==> src/rtl/alpha_trim_mean.sv <==
// alpha_trim_mean
//   Initiator/consumer for the parallel_sort rank engine in the modified
//   alpha-trimmed mean filter. Accepts one DN-pixel window, kicks the sorter,
//   captures the rank-to-index sequence, sums the pixels ranked ALPHA ..
//   DN-1-ALPHA and divides by the kept count with round-to-nearest.
//
// Ports
//   clk, rst_n       clock, asynchronous active-low reset
//   win_valid/ready  window handshake (ready only while idle)
//   win_data         DN pixels, pixel i at [i*DW +: DW]
//   sort_sig         one-cycle sort start pulse to the sorter
//   data_unsort      registered copy of the accepted window
//   sort_finish      sorter done pulse (only observed while waiting)
//   sequence_sorted  field k = original index of rank k (rank 0 smallest)
//   pix_out          filtered pixel, held until the next result
//   pix_valid        one-cycle strobe for a new pix_out
//   busy             high whenever a window is in flight
module alpha_trim_mean #(
  parameter int DN     = 25,
  parameter int DW     = 8,
  parameter int DW_SEQ = $clog2(DN),
  parameter int ALPHA  = 6
) (
  input  logic               clk,
  input  logic               rst_n,
  input  logic               win_valid,
  output logic               win_ready,
  input  logic [DW*DN-1:0]   win_data,
  output logic               sort_sig,
  output logic [DW*DN-1:0]   data_unsort,
  input  logic               sort_finish,
  input  logic [DW_SEQ*DN-1:0] sequence_sorted,
  output logic [DW-1:0]      pix_out,
  output logic               pix_valid,
  output logic               busy
);

  localparam int NK = DN - 2 * ALPHA;
  localparam int SW = DW + $clog2(DN);
  localparam int CW = $clog2(SW + 1);

  localparam logic [SW-1:0]     NK_W     = SW'(NK);
  localparam logic [SW-1:0]     BIAS     = SW'(NK / 2);
  localparam logic [SW-1:0]     PIX_MAX  = SW'((1 << DW) - 1);
  localparam logic [DW_SEQ-1:0] K_FIRST  = DW_SEQ'(ALPHA);
  localparam logic [DW_SEQ-1:0] K_LAST   = DW_SEQ'(DN - 1 - ALPHA);
  localparam logic [CW-1:0]     DIV_LAST = CW'(SW - 1);

  typedef enum logic [2:0] {
    ST_IDLE,
    ST_KICK,
    ST_WAIT,
    ST_SETTLE,
    ST_ACC,
    ST_DIV,
    ST_OUT
  } state_t;

  state_t                state_reg;
  logic [DW*DN-1:0]      data_reg;
  logic [DW_SEQ*DN-1:0]  seq_reg;
  logic [SW-1:0]         acc_reg;   // running sum, then dividend/quotient shifter
  logic [SW-1:0]         rem_reg;   // division partial remainder
  logic [DW_SEQ-1:0]     k_reg;
  logic [CW-1:0]         div_cnt_reg;
  logic [DW-1:0]         pix_reg;
  logic                  pix_valid_reg;
  logic                  sort_sig_reg;
  logic                  win_ready_reg;
  logic                  busy_reg;

  // Unpacked views of the captured window and rank sequence.
  logic [DW-1:0]     pix_arr [DN];
  logic [DW_SEQ-1:0] seq_arr [DN];

  generate
    for (genvar gi = 0; gi < DN; gi++) begin : g_unpack
      assign pix_arr[gi] = data_reg[gi*DW +: DW];
      assign seq_arr[gi] = seq_reg[gi*DW_SEQ +: DW_SEQ];
    end
  endgenerate

  // Rank k -> original index -> pixel. An index >= DN matches no entry and
  // therefore contributes zero.
  logic [DW_SEQ-1:0] sel_idx;
  logic [DW-1:0]     sel_pix;

  always_comb begin
    sel_idx = '0;
    sel_pix = '0;
    for (int i = 0; i < DN; i++) begin
      if (k_reg == DW_SEQ'(i)) sel_idx = seq_arr[i];
    end
    for (int i = 0; i < DN; i++) begin
      if (sel_idx == DW_SEQ'(i)) sel_pix = pix_arr[i];
    end
  end

  // One restoring-division step: shift the next dividend bit into the
  // remainder, subtract NK when it fits, and shift the quotient bit into
  // the vacated LSB of acc_reg.
  logic [SW:0]   rem_try;
  logic          div_ge;
  logic [SW-1:0] rem_next;
  logic [SW-1:0] quot_next;
  logic [DW-1:0] pix_sat;

  always_comb begin
    rem_try   = {rem_reg, acc_reg[SW-1]};
    div_ge    = rem_try >= {1'b0, NK_W};
    rem_next  = div_ge ? SW'(rem_try - {1'b0, NK_W}) : rem_try[SW-1:0];
    quot_next = {acc_reg[SW-2:0], div_ge};
    pix_sat   = (quot_next > PIX_MAX) ? {DW{1'b1}} : quot_next[DW-1:0];
  end

  always_ff @(posedge clk or negedge rst_n) begin
    if (!rst_n) begin
      state_reg     <= ST_IDLE;
      data_reg      <= '0;
      seq_reg       <= '0;
      acc_reg       <= '0;
      rem_reg       <= '0;
      k_reg         <= '0;
      div_cnt_reg   <= '0;
      pix_reg       <= '0;
      pix_valid_reg <= 1'b0;
      sort_sig_reg  <= 1'b0;
      win_ready_reg <= 1'b0;
      busy_reg      <= 1'b0;
    end else begin
      sort_sig_reg  <= 1'b0;
      pix_valid_reg <= 1'b0;
      case (state_reg)
        ST_IDLE: begin
          win_ready_reg <= 1'b1;
          if (win_valid && win_ready_reg) begin
            data_reg      <= win_data;
            sort_sig_reg  <= 1'b1;
            win_ready_reg <= 1'b0;
            busy_reg      <= 1'b1;
            state_reg     <= ST_KICK;
          end
        end
        ST_KICK: begin
          state_reg <= ST_WAIT;
        end
        ST_WAIT: begin
          if (sort_finish) state_reg <= ST_SETTLE;
        end
        ST_SETTLE: begin
          // The sequence is valid only from the cycle after sort_finish.
          seq_reg   <= sequence_sorted;
          acc_reg   <= BIAS;
          k_reg     <= K_FIRST;
          state_reg <= ST_ACC;
        end
        ST_ACC: begin
          acc_reg <= acc_reg + SW'(sel_pix);
          if (k_reg == K_LAST) begin
            rem_reg     <= '0;
            div_cnt_reg <= '0;
            state_reg   <= ST_DIV;
          end else begin
            k_reg <= k_reg + 1'b1;
          end
        end
        ST_DIV: begin
          acc_reg     <= quot_next;
          rem_reg     <= rem_next;
          div_cnt_reg <= div_cnt_reg + 1'b1;
          if (div_cnt_reg == DIV_LAST) begin
            pix_reg       <= pix_sat;
            pix_valid_reg <= 1'b1;
            state_reg     <= ST_OUT;
          end
        end
        ST_OUT: begin
          win_ready_reg <= 1'b1;
          busy_reg      <= 1'b0;
          state_reg     <= ST_IDLE;
        end
        default: begin
          state_reg <= ST_IDLE;
        end
      endcase
    end
  end

  assign win_ready   = win_ready_reg;
  assign sort_sig    = sort_sig_reg;
  assign data_unsort = data_reg;
  assign pix_out     = pix_reg;
  assign pix_valid   = pix_valid_reg;
  assign busy        = busy_reg;

endmodule

==> config.mk <==
export PLATFORM = sky130hd
export DESIGN_NAME = alpha_trim_mean
export DESIGN_NICKNAME = d
export VERILOG_FILES = /design/src/rtl/alpha_trim_mean.sv
export SDC_FILE = /design/constraint.sdc
export NUM_CORES = 1
export LEC_CHECK = 0
export CORE_AREA = 4 4 209 211
export DETAILED_ROUTE_END_ITERATION = 7
export DIE_AREA = 0 0 213 215
export PLACE_DENSITY = 0.77
export RECOVER_POWER = 50
export SYNTH_ARGS = -nofsm -noshare
export SYNTH_HDL_FRONTEND = slang
export SYNTH_SLANG_ARGS = --single-unit
==> constraint.sdc <==
create_clock -name clk -period 7.1 [get_ports clk]
set_input_delay 1.42 -clock clk [delete_from_list [all_inputs] [get_ports clk]]
set_output_delay 1.42 -clock clk [all_outputs]
set_load 0.005 [all_outputs]
==> key figures <==
Pwr
  – LEAKAGE: 10.80 nW
  – Total power: 16.54 mW
  – Internal power: 9.194 mW
  – Clock power share: 13.0%
  – Pwr dens: 622.9 nW/um2
  – NetSw: 7.344 mW
  – Share of power burned in registers: 27.3%
  – Combinational Power Share: 59.7%
  – Switch share: 44.41%
  – Worst IR Drop VDD: 487.2 uV

Run status
  – Status: finished with violations
  – Violated checks: max-capacitance violations, max-slew violations

Setup path
  – Crit Path Class: flop to flop
  – Crit start category: flop
  – Crit-path max FO: 16
  – Req. time, crit path: 7460 ps
  – Worst r2r dst: acc_reg[11]
  – Crit. End Element: flop
  – Crit path DAT: 7170 ps
  – CP max stage delay: 620 ps
  – Critical R2R Launch: k_reg[1]
  – Crit-path slowest cell: ha_1
  – R2R depth: 25
  – R2r setup slk: 290 ps
  – Worst path most repeated cell: a21o_1

Floorplan
  – Die area: 45800 um2
  – Initial Util: 45.78%
  – CORE AREA: 41760 um2
  – # rows: 75
  – Die Span Y: 215 um
  – Die X: 213 um
  – I/O pin count: 541

Layout
  – Layout Nets: 2565
  – Fillers: 3266
  – Multi-input combinational cell area: 9194 um2
  – Max FFs per register: 200
  – Area growth from synthesis to layout: 38.89%
  – Share of layout cells above drive strength 1: 21.47%
  – Layout Cells excl Fill: 2786
  – FF+latch area: 9384 um2

Placed design
  – HPWL after detailed placement: 59.50 mm
  – Gpl congestion: 1.015
  – Placed Cells incl. Taps: 2712
  – # port buffers: 540

Hold path
  – Hold Path Cell Cnt: 2
  – Hold_sp: rem_reg[12]
  – Worst Hold Class: flop to flop
  – Worst Hold Path EP: rem_reg[12]

Timing
  – RSZ-0062 raised after global routing: false
  – Setup_tns: 0 ps
  – Peak Freq: 146.8 MHz
  – Skew final: 25.48 ps
  – Final critical-path share of the clock period: 95.95%
  – Worst-margin pin slew: 5101 ps
  – Normalized max-slew margin: -240.0%
  – Pins Over Slew Limit: 154
  – Final Critical Period: 6812 ps
  – Final hold violation count: 0
  – Setup violators final: 0
  – Final Hold Slack: 498.2 ps

Synthesis
  – Synth cell count leaders: dfrtp_1, mux2_2, nand2_1
  – Main flop type after synthesis: dfrtp_1
  – Post-synth EDFFs: 0
  – Ys Warns: 0
  – Largest area contributor in the netlist: dfrtp_1
  – Post-synth ARST share: 100.0%
  – Synth Area per Inst: 11.27 um2
  – Register area share after synthesis: 49.09%
  – Synth area leaders: dfrtp_1, mux2_2, nand2_1
  – Mapped Cells: 1697
  – Cell Area, Synth: 19120 um2
  – Share of the synthesized area in the top cell type: 49.09%
  – #FFs+latches synth: 375
  – Syn nets: 2046
  – Post-synthesis cell type count: 94
  – Most frequent cell after synthesis: dfrtp_1

GRT
  – First-pass GRT wire length: 111.0 mm
  – Initial antenna violation count: 4
  – Vias in the first global route: 17.15k
  – Largest net degree at the start of global routing: 177
  – Total GRT Usage: 32.08%
  – GRT overflow: 0

Clock network
  – CTS Sinks: 375
  – CTS buffer count: 41
  – Clk buf depth: 3
  – Worst-path clk slew: 60 ps
  – H-tree levels: 2
  – Setup Fix Bufs, Post-CTS: 0
  – CTS tree: done
  – Clock latency on the worst-skew pair: 560 ps
  – CTS Root Cell: clkbuf_16

Detailed routing
  – Pre-antenna DRT Iters: 6
  – Drt drc: 0
  – Antenna Violating Nets Remaining: 0
  – Drt initial violations: 1850
  – Routed vias: 16.83k
  – Vias per inst: 6.039
  – Total Routed Length: 76.23 mm
  – Routed length per instance: 27.36 um

Job
  – Max_cap viols: 2
-- cells in the final DEF (no fill, tap or decap), types with 7 or more instances in the layout --
cell / instances
a211oi_1: 14
a21o_1: 13
a21oi_1: 69
a221oi_1: 18
a22oi_1: 11
a2bb2oi_1: 7
a31oi_1: 11
a32oi_1: 9
and2_1: 9
and3_1: 8
buf_4: 45
clkbuf_1: 12
clkbuf_16: 43
clkbuf_8: 11
clkdlybuf4s50_1: 479
dfrtp_1: 375
dlygate4sd3_1: 60
ha_1: 18
inv_1: 27
mux2_2: 325
mux2i_1: 12
nand2_1: 153
nand2b_1: 12
nand3_1: 38
nand3b_1: 14
nand4_1: 10
nor2_1: 66
nor2b_1: 12
nor3_1: 21
nor4_1: 7
o211ai_1: 20
o21a_1: 8
o21ai_0: 92
o221ai_1: 8
o22a_1: 10
o22ai_1: 18
o2bb2ai_1: 8
o31ai_1: 7
xnor2_1: 14
-- through the flow --
step	area (um2)	utilization [%]	worst slack, ps
2_1_floorplan	19120	-	1521
6_report	26550	63.58	287.6
3_3_place_gp	25190	60.32	452.1
5_1_grt	26550	63.58	20.81
4_1_cts	26550	63.58	328.4
3_5_place_dp	25190	60.32	373.9
-- repair_timing --
item                                    in CTS  in global routing
hold buffers                                 0                  0
endpoints found under the setup margin       0                  4
resized for setup                            0                  2
-- cell type report --
cell class	instances	area share (%)
repair buffers	591	21.96
flip-flops and latches	375	35.34
clock buffers	65	4.778
inverters	27	0.3817
diodes	2	0.01885
multi-input cells	1180	34.63
clock inverters	7	0.3487
well taps	539	2.540
-- critical path, delay by kind of cell (launching register included) --
kind / cells / cell delay [ps]
fa+ha+maj: 2 / 940
compound gates: 15 / 2820
buf+inv: 3 / 680
simple gates: 5 / 1740
flops: 1 / 460
-- power by group through the flow --
stage,Sequential (mW),Combinational (mW),Clock [mW]
3_5_place_dp,4.50,9.73,0
6_report,4.51,9.87,2.16
2_1_floorplan,3.84,6.10,0
5_1_grt,4.58,10.6,2.27
4_1_cts,4.48,9.79,2.19
3_3_place_gp,4.50,9.58,0
-- cells by family (layout without fill, tap and decap cells) --
logic type,Yosys count,after routing,share of synthesized area [%]
AO/OA/AOI/OAI,399,399,14.47
XOR/XNOR,18,18,0.8247
adder cells (fa/ha/maj),20,20,1.348
buffers and inverters,142,690,3.200
flip-flops,375,375,49.09
multiplexers,343,343,20.50
other,0,2,0
AND/OR/NAND/NOR,400,400,10.57
-- worst max path at each step --
stage	start	endpoint	slack, ps	cells after the start
3_3_place_gp	k_reg[1]	acc_reg[11]	450	25
6_report	k_reg[1]	acc_reg[11]	290	25
3_5_place_dp	k_reg[0]	acc_reg[11]	370	25
4_1_cts	k_reg[0]	acc_reg[11]	330	25
5_1_grt	k_reg[0]	acc_reg[11]	20	25
2_1_floorplan	k_reg[0]	acc_reg[11]	1520	27
-- metal layers --
metal | GRT usage [%] | wire length (um) | vias to the layer above | share of wire [%]
met4 | 10.65 | 2545 | 2 | 3.3
li1 | - | - | 7358 | -
met3 | 7.569 | 6866 | 142 | 9.0
met2 | 50.80 | 35640 | 882 | 47
met5 | 0 | 20 | - | 0.026
met1 | 43.67 | 31160 | 8442 | 41
Power figures use the tool's default switching activity.
